--- config.mk ---
export PLATFORM = sky130hd
export DESIGN_NAME = ps2_ascii_fifo
export DESIGN_NICKNAME = d
export VERILOG_FILES = /design/src/rtl/ps2_ascii_fifo.sv
export SDC_FILE = /design/constraint.sdc
export NUM_CORES = 1
export LEC_CHECK = 0
export BUFFER_PORTS_ARGS = -buffer_cell sky130_fd_sc_hd__buf_4
export CORE_MARGIN = 4
export CORE_UTILIZATION = 45
export DETAILED_ROUTE_END_ITERATION = 6
export PLACE_DENSITY_LB_ADDON = 0.25
export SLEW_MARGIN = 25
export SYNTH_ARGS = -nofsm -noshare
export SYNTH_HDL_FRONTEND = slang
export SYNTH_SLANG_ARGS = --single-unit
--- constraint.sdc ---
create_clock -name clk -period 7.16 [get_ports clk]
set_input_delay 0.358 -clock clk [delete_from_list [all_inputs] [get_ports clk]]
set_output_delay 0.358 -clock clk [all_outputs]
set_load 0.02 [all_outputs]
--- src/rtl/ps2_ascii_fifo.sv ---
// ps2_ascii_fifo
//   Captures 7-bit key codes from an upstream PS/2 decoder into a small
//   show-ahead FIFO. A two-state capture FSM (IDLE/ACK) acknowledges each
//   code with a registered one-cycle rx_ascii_read pulse. A key that arrives
//   while the FIFO cannot accept it is still acknowledged, but it is dropped.
//
// Optional feature: define PS2_ASCII_FIFO_OVF_EN to build in the sticky
//   overflow flag and its clr_ovf clear. Without the macro, overflow is tied
//   to 0 and clr_ovf is ignored.
//
// Ports:
//   clk              clock; all state changes on its rising edge
//   rstn             asynchronous active-low reset
//   ascii_code       [6:0] key code from upstream
//   ascii_data_ready upstream holds a new, unread code
//   rx_ascii_read    registered one-cycle acknowledge to upstream
//   pop              consumer removes the head entry (ignored when empty)
//   rd_data          [6:0] head entry, show-ahead; 0 while empty
//   empty / full     FIFO status
//   count            [DEPTH_LOG2:0] number of entries held
//   overflow         sticky flag for a dropped key
//   clr_ovf          clears overflow on the next edge
//   dbg_state_o      capture FSM state (0 = IDLE, 1 = ACK)
//
// Handshakes:
//   Upstream holds ascii_data_ready with a stable ascii_code. The block takes
//   the code in an IDLE cycle and raises rx_ascii_read for exactly the next
//   cycle, which is the ACK cycle. It ignores ascii_data_ready during ACK.
//   The consumer asserts pop for one cycle per entry it has taken from
//   rd_data; a pop while empty=1 has no effect.
module ps2_ascii_fifo #(
  parameter int DEPTH_LOG2 = 4
) (
  input  logic                  clk,
  input  logic                  rstn,
  input  logic [6:0]            ascii_code,
  input  logic                  ascii_data_ready,
  output logic                  rx_ascii_read,
  input  logic                  pop,
  output logic [6:0]            rd_data,
  output logic                  empty,
  output logic                  full,
  output logic [DEPTH_LOG2:0]   count,
  output logic                  overflow,
  input  logic                  clr_ovf,
  output logic                  dbg_state_o
);

  localparam int DEPTH = 1 << DEPTH_LOG2;
  localparam logic [DEPTH_LOG2:0] FULL_CNT = {1'b1, {DEPTH_LOG2{1'b0}}};

  typedef enum logic {
    IDLE = 1'b0,
    ACK  = 1'b1
  } state_t;

  state_t                state_q;
  logic                  rx_read_q;
  logic [DEPTH_LOG2-1:0] wr_ptr_q, wr_ptr_d;
  logic [DEPTH_LOG2-1:0] rd_ptr_q, rd_ptr_d;
  logic [DEPTH_LOG2:0]   count_q, count_d;
  logic [6:0]            mem_q [DEPTH];

  logic capture;
  logic writable;
  logic do_push;
  logic do_pop;
  logic drop;

  assign empty = (count_q == '0);
  assign full  = (count_q == FULL_CNT);

  // A pop in the same cycle frees a slot even when full. The pop is then
  // valid, because a full FIFO is never empty.
  assign capture  = (state_q == IDLE) && ascii_data_ready;
  assign writable = !full || pop;
  assign do_push  = capture && writable;
  assign drop     = capture && !writable;
  assign do_pop   = pop && !empty;

  always_comb begin
    wr_ptr_d = wr_ptr_q;
    rd_ptr_d = rd_ptr_q;
    count_d  = count_q;
    if (do_push) wr_ptr_d = wr_ptr_q + 1'b1;
    if (do_pop)  rd_ptr_d = rd_ptr_q + 1'b1;
    case ({do_push, do_pop})
      2'b10:   count_d = count_q + 1'b1;
      2'b01:   count_d = count_q - 1'b1;
      default: count_d = count_q;
    endcase
  end

  // Capture FSM with registered acknowledge.
  always_ff @(posedge clk or negedge rstn) begin
    if (!rstn) begin
      state_q   <= IDLE;
      rx_read_q <= 1'b0;
    end else begin
      case (state_q)
        IDLE: begin
          if (ascii_data_ready) begin
            state_q   <= ACK;
            rx_read_q <= 1'b1;
          end else begin
            rx_read_q <= 1'b0;
          end
        end
        ACK: begin
          state_q   <= IDLE;
          rx_read_q <= 1'b0;
        end
        default: begin
          state_q   <= IDLE;
          rx_read_q <= 1'b0;
        end
      endcase
    end
  end

  always_ff @(posedge clk or negedge rstn) begin
    if (!rstn) begin
      wr_ptr_q <= '0;
      rd_ptr_q <= '0;
      count_q  <= '0;
    end else begin
      wr_ptr_q <= wr_ptr_d;
      rd_ptr_q <= rd_ptr_d;
      count_q  <= count_d;
    end
  end

  // Storage is not reset. Stale contents stay hidden because rd_data is
  // masked while the FIFO is empty.
  always_ff @(posedge clk) begin
    if (do_push) mem_q[wr_ptr_q] <= ascii_code;
  end

  assign rd_data       = empty ? 7'h00 : mem_q[rd_ptr_q];
  assign rx_ascii_read = rx_read_q;
  assign count         = count_q;
  assign dbg_state_o   = state_q;

`ifdef PS2_ASCII_FIFO_OVF_EN
  logic overflow_q;

  // A drop in the same cycle wins over the clear.
  always_ff @(posedge clk or negedge rstn) begin
    if (!rstn) begin
      overflow_q <= 1'b0;
    end else if (drop) begin
      overflow_q <= 1'b1;
    end else if (clr_ovf) begin
      overflow_q <= 1'b0;
    end
  end

  assign overflow = overflow_q;
`else
  logic unused_ovf;

  assign unused_ovf = clr_ovf ^ drop;
  assign overflow   = 1'b0;
`endif

endmodule

Word-level counts from Yosys, hierarchy flattened. Memory sizes are Yosys's and may differ from the RTL's. Index checks and enable logic that the tools add are counted. W data, S select, Z words.

ROM bits: 0. Memories kept: 1. Input bits: 12. Bits in latches: 0. Flip-flop bits (word level): 14. RAM bits: 112.

Divide/modulo/power cells: 0. Bitwise logic cells: 1. Multiply operators: 0. $lt $le $gt $ge: 0. Mux-type cells: 6. Equality and inequality tests: 3. Reduce and logical (&&, ||, !) cells: 8. Shifts and indexed selects: 0. $add $sub $neg: 4.

Memories: mem_q (words 16, bits a word 7, rd ports 1, clocked after Yosys merged registers in 0, write ports 1, line 62) `logic [6:0] mem_q [DEPTH];`.

Operators by type and width (count): $pmux W5 S2 (1); $add A4 B1 Y4 const B (2); $mux W7 (1); $add A5 B1 Y5 const B (1); $eq A5 B5 Y1 const B (1); $logic_not A5 Y1 (1); $sub A5 B1 Y5 const B (1); $logic_and A1 B1 Y1 (3); $mux W1 (3); $eq A2 B1 Y1 const B (1); $eq A2 B2 Y1 const B (1); $logic_not A1 Y1 (2); $pmux W1 S2 (1); $reduce_bool A2 Y1 (1); $logic_or A1 B1 Y1 (1); $not A1 Y1 (1).

Depth between registers and ports, before layout. Gate-level depths: netlist of the first run.

Depth after elaboration: 6. Gate-level depth with buffers: 12. Depth with buffers taken out: 10.

Worst setup path before layout of the first run. OpenSTA, ideal clock, no wires.

Path type: register to register. From: register count_q[2], in the netlist count[2]. To: register count_q[4], in the netlist count[4]. Setup slack: 3978 ps. Period minus slack after synthesis: 3182 ps. Library setup time: 144 ps. Data arrival time: 3038 ps. Path buffers: 2. Cell stages (with the launch flop): 13. Data required time: 7016 ps. Cells stage by stage: dfrtp_1 -> clkbuf_1 -> or4_4 -> o31a_4 -> clkinv_4 -> ha_1 -> clkbuf_1 -> xor2_1 -> ha_1 -> o211ai_1 -> nor4b_1 -> a2111oi_0 -> o211ai_1.

Word-level cells in the longest chain between the ends: 6.

RTL lines: start: declaration (line 61) `logic [DEPTH_LOG2:0] count_q, count_d;`; start signal: assignment (line 129) `count_q <= count_d;`; $eq A5 B5 Y1 (line 71) `assign full = (count_q == FULL_CNT);`; $logic_not A1 Y1 (line 76) `assign writable = !full || pop;`; $logic_or A1 B1 Y1 (line 76); $logic_and A1 B1 Y1 (line 77) `assign do_push = capture && writable;`; $eq A2 B1 Y1 or $eq A2 B2 Y1 (tied branches) (line 87) `case ({do_push, do_pop})`; $pmux W5 S2 or $reduce_bool A2 Y1 (tied branches).

Several ways; a longest one is shown, not always the timed one. A chain may end at the register's enable or synchronous reset.

Final worst setup path of the first run.
From: register count_q[1], in the netlist count[1]. To: register count_q[4], in the netlist count[4].

Same word-level chain as after synthesis.

==> impl_metrics.csv, run 1 <==
group,metric,value,unit
timing,drv_slew,0,
die,core_area,11420,um2
timing,worst_pin_slew,0.9021,ns
drt,drtIter0Drc,191,
power,ir_drop,0.2620,mV
die,num_io_pins,29,
yosys,synth_enable_flop_cells,112,
die,die_area,13490,um2
clocking,cts_tree,"yes",
setup_path,startpoint_type,"register",
setup_path,crit_type,"reg2reg",
clocking,ctsHoldBuffers,1,
layout,diodes,0,
timing,setup_tns,0,ns
drt,drc,0,
timing,fin_skew,0.008083,ns
place,pre_cts_slack,3.868,ns
power,leakagePower,2.091,nW
drt,routedWlPerCell,20.36,um
setup_path,crit_path_end_kind,"register",
drt,viasPerCell,5.636,
timing,period_share,0.4679,
place,hpwl,6096,um
layout,final_cell_area,6143,um2
place,io_buffers,26,
layout,drive_gt1_frac,0.2758,
power,p_comb_frac,0.292,
yosys,async_reset_ff_frac,0.1111,
run_status,status,"complete, no violations",
timing,rsz0062_at_grt,"no",
power,p_clk_frac,0.316,
drt,first_pass_iters,4,
job,maxCapViolations,0,
power,p_seq_frac,0.392,
place,dp_cells,440,
die,num_rows,39,
yosys,ys_ff_latch,126,
grt,grt_antenna_before_repair,0,
yosys,synth_area,5264,um2
clocking,h-tree-depth,4,
drt,drt-total-wl,9630,um
power,pwr_density_cell,412.2,nW/um2
timing,finalSetupViolations,0,
power,swShare,0.3051,
yosys,yosysWarnings,0,
grt,track_usage,0.1570,
die,dieWidth,116.2,um
layout,syn2layout_area_growth,16.71,%
drt,vias,2666,
timing,fmax,298.5,MHz
layout,num-nets-final,338,
setup_path,critical_path_peak_fanout,12,
die,start_util,0.4610,
timing,hold_viol,0,
power,p_switching,0.7728,mW
grt,grt_overflow,0,
place,gp_congestion,0.7721,
place,placed_area,5574,um2
clocking,cts_sinks,126,
setup_path,cp.required,7.42,ns
die,die_h,116.2,um
setup_path,worst_ep_arrival_time,3.61,ns
yosys,syn_inst,286,
yosys,synth_cell_types,41,
yosys,synth_nets,307,
timing,min_period,3.350,ns
layout,fin_cells,473,
drt,ant_nets,0,
clocking,cts-resized-gates,0,
grt,grt_max_degree,27,
clocking,cts_buffers,17,
clocking,path_clk_slew,0.05,ns
grt,first_global_vias,2704,
clocking,cts_root_buf,"clkbuf_16",
clocking,clock_latency,0.40,ns
clocking,clk_path_buf_depth,2,
yosys,synth_flop_cell,"edfxtp_1",
hold_path,hold_class,"in2reg",
yosys,syn_area_per_cell,18.40,um2
clocking,postCtsSetupRepairBufs,0,
power,internal-power,1.760,mW
grt,grt_pass1_wl,15130,um
timing,fin_ws,3.810,ns
timing,slew_headroom,0.3964,
yosys,ys_seq_area_frac,0.7055,
==> state kept, by name, indices dropped and copies added (netlist names) <==
register       cells
mem_q            112
count              5
rd_ptr_q           4
rx_ascii_read      1
wr_ptr_q           4
==> Yosys cell counts (2+ instances only) <==
| master | count | area (um2) |
|---|---|---|
| edfxtp_1 | 112 | 3363 |
| mux4_2 | 28 | 630.6 |
| a211oi_1 | 14 | 105.1 |
| dfrtp_1 | 14 | 350.3 |
| ha_1 | 9 | 112.6 |
| nor2b_1 | 9 | 56.30 |
| and2_1 | 8 | 50.05 |
| nor2_1 | 8 | 30.03 |
| xnor2_1 | 8 | 70.07 |
| clkbuf_1 | 7 | 26.28 |
| mux2i_1 | 7 | 70.07 |
| nand2_1 | 7 | 26.28 |
| buf_2 | 6 | 30.03 |
| and3_1 | 4 | 25.02 |
| inv_1 | 4 | 15.01 |
| nand3_1 | 4 | 20.02 |
| buf_4 | 3 | 22.52 |
| nand4_1 | 3 | 18.77 |
| nor4b_1 | 3 | 26.28 |
| buf_1 | 2 | 7.510 |
| mux2_2 | 2 | 22.52 |
| o211ai_1 | 2 | 15.01 |
| o21a_1 | 2 | 15.01 |
| o21ai_0 | 2 | 10.01 |
| xor2_1 | 2 | 17.52 |
==> cell type report <==
cell class,instances,area [um2]
multi-input combinational,137,1440
fill,922,5275
clock inverter,6,60.06
tap,143,178.9
timing repair buffer,30,227.7
clock buffer,26,499.2
sequential,126,3714
inverter,5,23.77
==> stage by stage <==
stage	total power [mW]	hold slack, ns	utilization
after global routing	2.665	0.2284	0.5380
final	2.533	0.2377	0.5380
after global placement	1.749	0.2256	0.4882
after CTS	2.559	0.2273	0.5380
after floorplan	1.527	0.06241	-
after detailed placement	1.760	0.2276	0.4882
==> routing by layer <==
layer / wire length [um] / vias up / GRT usage
met5: 0 / - / 0
li1: - / 1206 / -
met3: 440 / 13 / 0.04611
met1: 4202 / 1379 / 0.2092
met2: 4860 / 68 / 0.2478
met4: 127 / 0 / 0.05800
==> worst max-delay path, stage by stage (launching register included) <==
cell,delay [ns]
dfrtp_1,0.47
or4_4,0.60
o31a_4,0.34
clkinv_4,0.09
ha_1,0.42
xor2_1,0.20
ha_1,0.21
o211ai_1,0.12
nor4b_1,0.18
a2111oi_0,0.43
o211ai_1,0.16
==> cell usage in the layout (no fill, tap or decap), drive strengths merged, types with 2 or more instances in the layout <==
master / Yosys / final
edfxtp: 112 / 112
buf: 11 / 29
mux4: 28 / 28
clkbuf: 7 / 26
a211oi: 14 / 14
dfrtp: 14 / 14
nor2b: 9 / 9
ha: 9 / 9
nor2: 9 / 9
and2: 8 / 8
xnor2: 8 / 8
mux2i: 7 / 7
nand2: 7 / 7
inv: 4 / 4
and3: 4 / 4
nand3: 4 / 4
clkinv: 1 / 4
nor4b: 3 / 3
nand4: 3 / 3
xor2: 2 / 2
o21a: 2 / 2
mux2: 2 / 2
o21ai: 2 / 2
o211ai: 2 / 2
clkinvlp: 0 / 2
==> logic make-up after synthesis <==
group | Yosys count | share of synthesized area
xor gates and xnor gates | 10 | 0.01664
buffers and inverters | 23 | 0.02092
DFF | 126 | 0.7055
adders and majority gates | 9 | 0.02139
other | 1 | 0.0007124
and+or+nand+nor | 52 | 0.05634
AOI/OAI and AO/OA | 28 | 0.04112
muxes | 37 | 0.1374
==> worst paths after layout <==
path / slack [ns] / end / startpoint / cells past startpoint
hold / removal: 0.24 / rx_ascii_read / ascii_data_ready / 2
setup reg to reg: 3.81 / count[4] / count[1] / 10
min in group asynchronous: 0.34 / rx_ascii_read / rstn / 2
hold reg to reg: 0.48 / rx_ascii_read / rx_ascii_read / 1
max in group asynchronous: 6.64 / rd_ptr_q[3] / rstn / 2
setup / recovery: 3.81 / count[4] / count[1] / 10
==> power groups by stage <==
stage | Combinational, mW | Clock (mW) | Sequential, mW
after floorplan | 0.576 | 0 | 0.951
after global placement | 0.744 | 0 | 1.01
after detailed placement | 0.753 | 0 | 1.01
after CTS | 0.755 | 0.810 | 0.993
after global routing | 0.805 | 0.851 | 1.01
final | 0.739 | 0.800 | 0.994
No activity file was read; power rests on OpenSTA's default activity.
==> run 2: changes to the inputs <==
- clock period: 7.16 -> 3.3 ns (I/O delays scaled with it)
==> impl_metrics.csv, run 2 (same netlist as run 1, synthesis figures left out) <==
group,metric,value,unit
run_status,status,"complete, no violations",
timing,rsz0062_at_grt,"no",
drt,drc,0,
drt,viasPerCell,5.685,
drt,drt-total-wl,10130,um
power,p_switching,1.726,mW
timing,worst_pin_slew,0.8983,ns
timing,slew_headroom,0.3989,
grt,grt_max_degree,29,
drt,vias,2723,
grt,grt_antenna_before_repair,0,
place,io_buffers,26,
grt,grt_pass1_wl,16200,um
power,p_seq_frac,0.377,
clocking,path_clk_slew,0.06,ns
power,pwr_density_cell,909.9,nW/um2
clocking,clk_path_buf_depth,2,
power,leakagePower,2.123,nW
timing,hold_viol,0,
power,p_clk_frac,0.321,
layout,multi_input_area,1443,um2
die,start_util,0.4610,
timing,hold-worst-slack,0.05903,ns
die,dieWidth,116.2,um
die,num_rows,39,
job,maxCapViolations,0,
die,core_area,11420,um2
grt,track_usage,0.1694,
clocking,cts_root_buf,"clkbuf_16",
die,die_area,13490,um2
drt,routedWlPerCell,21.14,um
layout,final_cell_mix,"edfxtp_1, buf_4, mux4_2",
timing,drv_slew,0,
layout,nFillCells,923,
hold_path,min_from,"ascii_data_ready",
layout,drive_gt1_frac,0.2917,
hold_path,hold_class,"in2reg",
layout,diodes,0,
power,ir_drop,0.7234,mV
layout,regMostFlops,"mem_q",
setup_path,rr_worst_depth,10,
die,die_h,116.2,um
power,p_comb_frac,0.302,
setup_path,worst_ep_arrival_time,3.27,ns
hold_path,hold_depth,2,
layout,num-nets-final,344,
drt,first_pass_iters,4,
setup_path,crit_type,"reg2reg",
layout,register_area,3714,um2
setup_path,r2r-end,"count[4]",
grt,grt_overflow,0,
layout,syn2layout_area_growth,18.02,%
die,num_io_pins,29,
setup_path,crit_path_end_kind,"register",
timing,period_share,0.9075,
grt,first_global_vias,2803,
timing,setup_tns,0,ns
timing,fin_skew,0.007611,ns
clocking,cts_tree,"yes",
timing,min_period,2.995,ns
setup_path,cp.required,3.57,ns
setup_path,startpoint_type,"register",
clocking,clock_latency,0.41,ns
timing,fmax,333.9,MHz
power,swShare,0.3053,
setup_path,rrSetupSlack,0.31,ns
hold_path,hold_end,"rx_ascii_read",
timing,finalSetupViolations,0,
setup_path,critical_path_peak_fanout,12,
setup_path,r2r_start,"count[1]",
drt,drtIter0Drc,232,
layout,layout_commonest_cell,"edfxtp_1",
layout,largest_register_ffs,112,
clocking,cts_sinks,126,
drt,ant_nets,0,
place,gp_congestion,0.8032,
power,internal-power,3.927,mW
place,hpwl,6374,um
clocking,cts_buffers,17,
clocking,h-tree-depth,4,
## run 2: changes by cell type in the layout (fill, tap and decap cells not counted)
cell        delta
bufinv_16      +2
ha_1           -1
clkinv_1       +3
buf_4          +6
clkinvlp_4     +1
clkinv_4       +1
ha_2           +1
clkbuf_8       -4
clkbuf_1       -3
## run 2: cell type report
| class | count | area share |
|---|---|---|
| multi-input combinational | 137 | 0.2322 |
| sequential | 126 | 0.5978 |
| inverter | 5 | 0.003827 |
| timing repair buffer | 36 | 0.04391 |
| tap | 143 | 0.02880 |
| clock inverter | 13 | 0.02377 |
| clock buffer | 19 | 0.06969 |
## run 2: per-stage QoR
| step | setup slack, ns | util | cells | total power [mW] | area [um2] |
|---|---|---|---|---|---|
| 6_report | 0.3053 | 0.5441 | 479 | 5.653 | 6212 |
| 5_1_grt | 0.1020 | 0.5441 | 479 | 5.974 | 6212 |
| 4_1_cts | 0.1827 | 0.5438 | 479 | 5.716 | 6210 |
| 3_5_place_dp | 0.2020 | 0.4921 | 446 | 3.901 | 5619 |
| 3_3_place_gp | 0.2441 | 0.4921 | 446 | 3.862 | 5619 |
| 2_1_floorplan | 0.1177 | - | 286 | 3.314 | 5264 |
## run 2: metal layers
| metal | GRT usage | routed length (um) |
|---|---|---|
| met1 | 0.2247 | 4216 |
| met2 | 0.2647 | 5125 |
| met4 | 0.06342 | 140 |
| met5 | 0 | 0 |
| met3 | 0.05440 | 646 |
## run 2: worst max path at each step
stage	from	to	slack [ns]	cells after the start
after floorplan	count[2]	count[4]	0.12	12
after global placement	count[1]	count[4]	0.24	10
after detailed placement	count[3]	count[4]	0.20	10
after CTS	count[1]	count[4]	0.18	10
after global routing	count[1]	count[4]	0.10	10
final	count[1]	count[4]	0.31	10
## run 2: worst max-delay path: stages, from the launching register on
cell and delay (ns):
dfrtp_1 0.37, or4_4 0.56, o31a_4 0.33, clkinv_4 0.09, ha_2 0.32, xor2_1 0.17
ha_1 0.20, o211ai_1 0.11, nor4b_1 0.16, a2111oi_0 0.37, o211ai_1 0.14
## run 2: timing repair
action | 4_1_cts | 5_1_grt
endpoints found under the setup margin | 0 | 1
setup buffers | 0 | 0
endpoints found under the hold margin | 14 | 0
resized for setup | 0 | 1
hold buffers | 1 | 0
## run 2: power groups by stage
stage          Clock (mW)  Combinational [mW]  Sequential (mW)
5_1_grt              1.94                1.88             2.16
3_5_place_dp            0                1.74             2.16
4_1_cts              1.84                1.75             2.13
6_report             1.82                1.71             2.13
2_1_floorplan           0                1.25             2.06
3_3_place_gp            0                1.71             2.15
==> run 3: changes to the inputs <==
- CORE_UTILIZATION: 45 -> 60
- clock period: 3.3 -> 3.2 ns (I/O delays scaled with it)
==> impl_metrics.csv, run 3 (same netlist as run 1, synthesis figures left out) <==
group,metric,value,unit
timing,slew_headroom,0.3956,
drt,viasPerCell,6.257,
clocking,h-tree-depth,4,
place,io_buffers,26,
power,power.total,5.943,mW
timing,period_share,0.9217,
layout,regMostFlops,"mem_q",
die,die_h,101.7,um
setup_path,crit_path_end_kind,"register",
layout,largest_register_ffs,112,
clocking,postCtsSetupRepairBufs,0,
setup_path,crit_slowest_cell,"or4_4",
drt,ant_nets,0,
place,pre_cts_slack,0.1742,ns
die,die_area,10340,um2
layout,syn2layout_area_growth,19.16,%
clocking,path_clk_slew,0.06,ns
layout,drive_gt1_frac,0.2915,
timing,setup_tns,0,ns
power,leakagePower,2.175,nW
setup_path,startpoint_type,"register",
grt,grt_antenna_before_repair,0,
setup_path,crit_type,"reg2reg",
drt,first_pass_iters,5,
grt,track_usage,0.2339,
timing,rsz0062_at_grt,"no",
power,pwr_density_cell,947.5,nW/um2
timing,hold_viol,0,
layout,final_cell_area,6272,um2
drt,drc,0,
drt,vias,2803,
grt,grt_overflow,0,
timing,drv_slew,0,
timing,fmax,339.0,MHz
die,start_util,0.6280,
layout,fin_cells,448,
drt,routedWlPerCell,24.00,um
die,num_rows,33,
die,core_area,8382,um2
setup_path,worst-path-buf-inv,1,
setup_path,max_stage_delay,0.56,ns
place,hpwl,6285,um
setup_path,cp.required,3.57,ns
layout,fin_util,0.7483,
setup_path,critical_path_peak_fanout,9,
layout,layout_commonest_cell,"edfxtp_1",
grt,first_global_vias,2941,
setup_path,worst_ep_arrival_time,3.32,ns
place,placed_area,5572,um2
hold_path,hold_class,"in2async",
clocking,cts_buffers,17,
die,num_io_pins,29,
layout,diodes,0,
setup_path,crit_chain,"or4_4 -> o31a_4 -> clkinv_4 -> ha_2 -> xor2_1 -> ha_1 -> o211ai_1 -> nor4b_1 -> a2111oi_1 -> o211ai_1",
clocking,cts_tree,"yes",
clocking,clock_latency,0.51,ns
grt,grt_max_degree,23,
setup_path,cpMostUsedCell,"o211ai_1",
clocking,cts_root_buf,"clkbuf_8",
setup_path,cp_num_cells,10,
timing,fin_skew,0.007591,ns
layout,num-nets-final,352,
grt,grt_pass1_wl,17060,um
drt,drt-total-wl,10750,um
drt,drtIter0Drc,219,
place,dp_cells,408,
timing,fin_ws,0.2504,ns
timing,min_period,2.950,ns
timing,finalSetupViolations,0,
timing,worst_pin_slew,0.9033,ns
setup_path,crit_family,"compound AO/OA/AOI/OAI gates",
layout,final_cell_mix,"edfxtp_1, buf_4, mux4_2",
clocking,cts_sinks,126,
run_status,status,"complete, no violations",
power,ir_drop,0.5912,mV
clocking,clk_path_buf_depth,2,
setup_path,rr_worst_depth,10,
timing,hold-worst-slack,0.02744,ns
die,dieWidth,101.7,um
job,maxCapViolations,0,
place,gp_congestion,0.7521,
run 3: cell count changes in the layout (fill, tap and decap cells not counted):
| cell | change |
|---|---|
| dlygate4sd3_1 | +8 |
| inv_6 | +1 |
| clkbuf_16 | -1 |
| a2111oi_0 | -1 |
| clkinvlp_4 | -2 |
| a2111oi_1 | +1 |
| clkbuf_8 | +1 |
| clkbuf_1 | -2 |
| clkinv_2 | -2 |
| clkinv_1 | -1 |
| clkinv_4 | +4 |
| bufinv_16 | +1 |
run 3: layout make-up:
class,instances,area (um2)
sequential,126,3714
fill,451,2110
multi-input combinational,137,1444
clock buffer,17,414.1
timing repair buffer,44,352.8
clock inverter,14,192.7
tap,105,131.4
inverter,5,23.77
run 3: final timing paths:
check | startpoint | to | slack (ns)
min reg2reg | rx_ascii_read | rx_ascii_read | 0.50
min | rstn | rd_ptr_q[0] | 0.03
max | count[1] | count[4] | 0.25
min in group clk | pop | wr_ptr_q[0] | 0.03
max reg2reg | count[1] | count[4] | 0.25
max in group asynchronous | rstn | rd_ptr_q[2] | 3.00
run 3: power breakdown:
group | switching [mW] | leakage, nW | internal (mW)
registers | 0.207 | 1.17 | 1.98
logic | 0.939 | 0.707 | 0.869
clock network | 0.689 | 0.293 | 1.26
total | 1.84 | 2.17 | 4.11
run 3: what timing repair did:
| item | CTS | global route |
|---|---|---|
| endpoints found under the hold margin | 127 | 0 |
| gates resized for setup | 0 | 2 |
| hold buffers | 9 | 0 |
| setup endpoints to repair | 0 | 1 |
run 3: routing by layer:
| layer | part of all wire | wire length [um] | vias to the layer above | global-route usage |
|---|---|---|---|---|
| met4 | 0.023 | 245 | 0 | 0.09100 |
| met1 | 0.40 | 4305 | 1423 | 0.3087 |
| met2 | 0.50 | 5422 | 126 | 0.3687 |
| met5 | 0 | 0 | - | 0 |
| li1 | - | - | 1234 | - |
| met3 | 0.072 | 778 | 20 | 0.07231 |
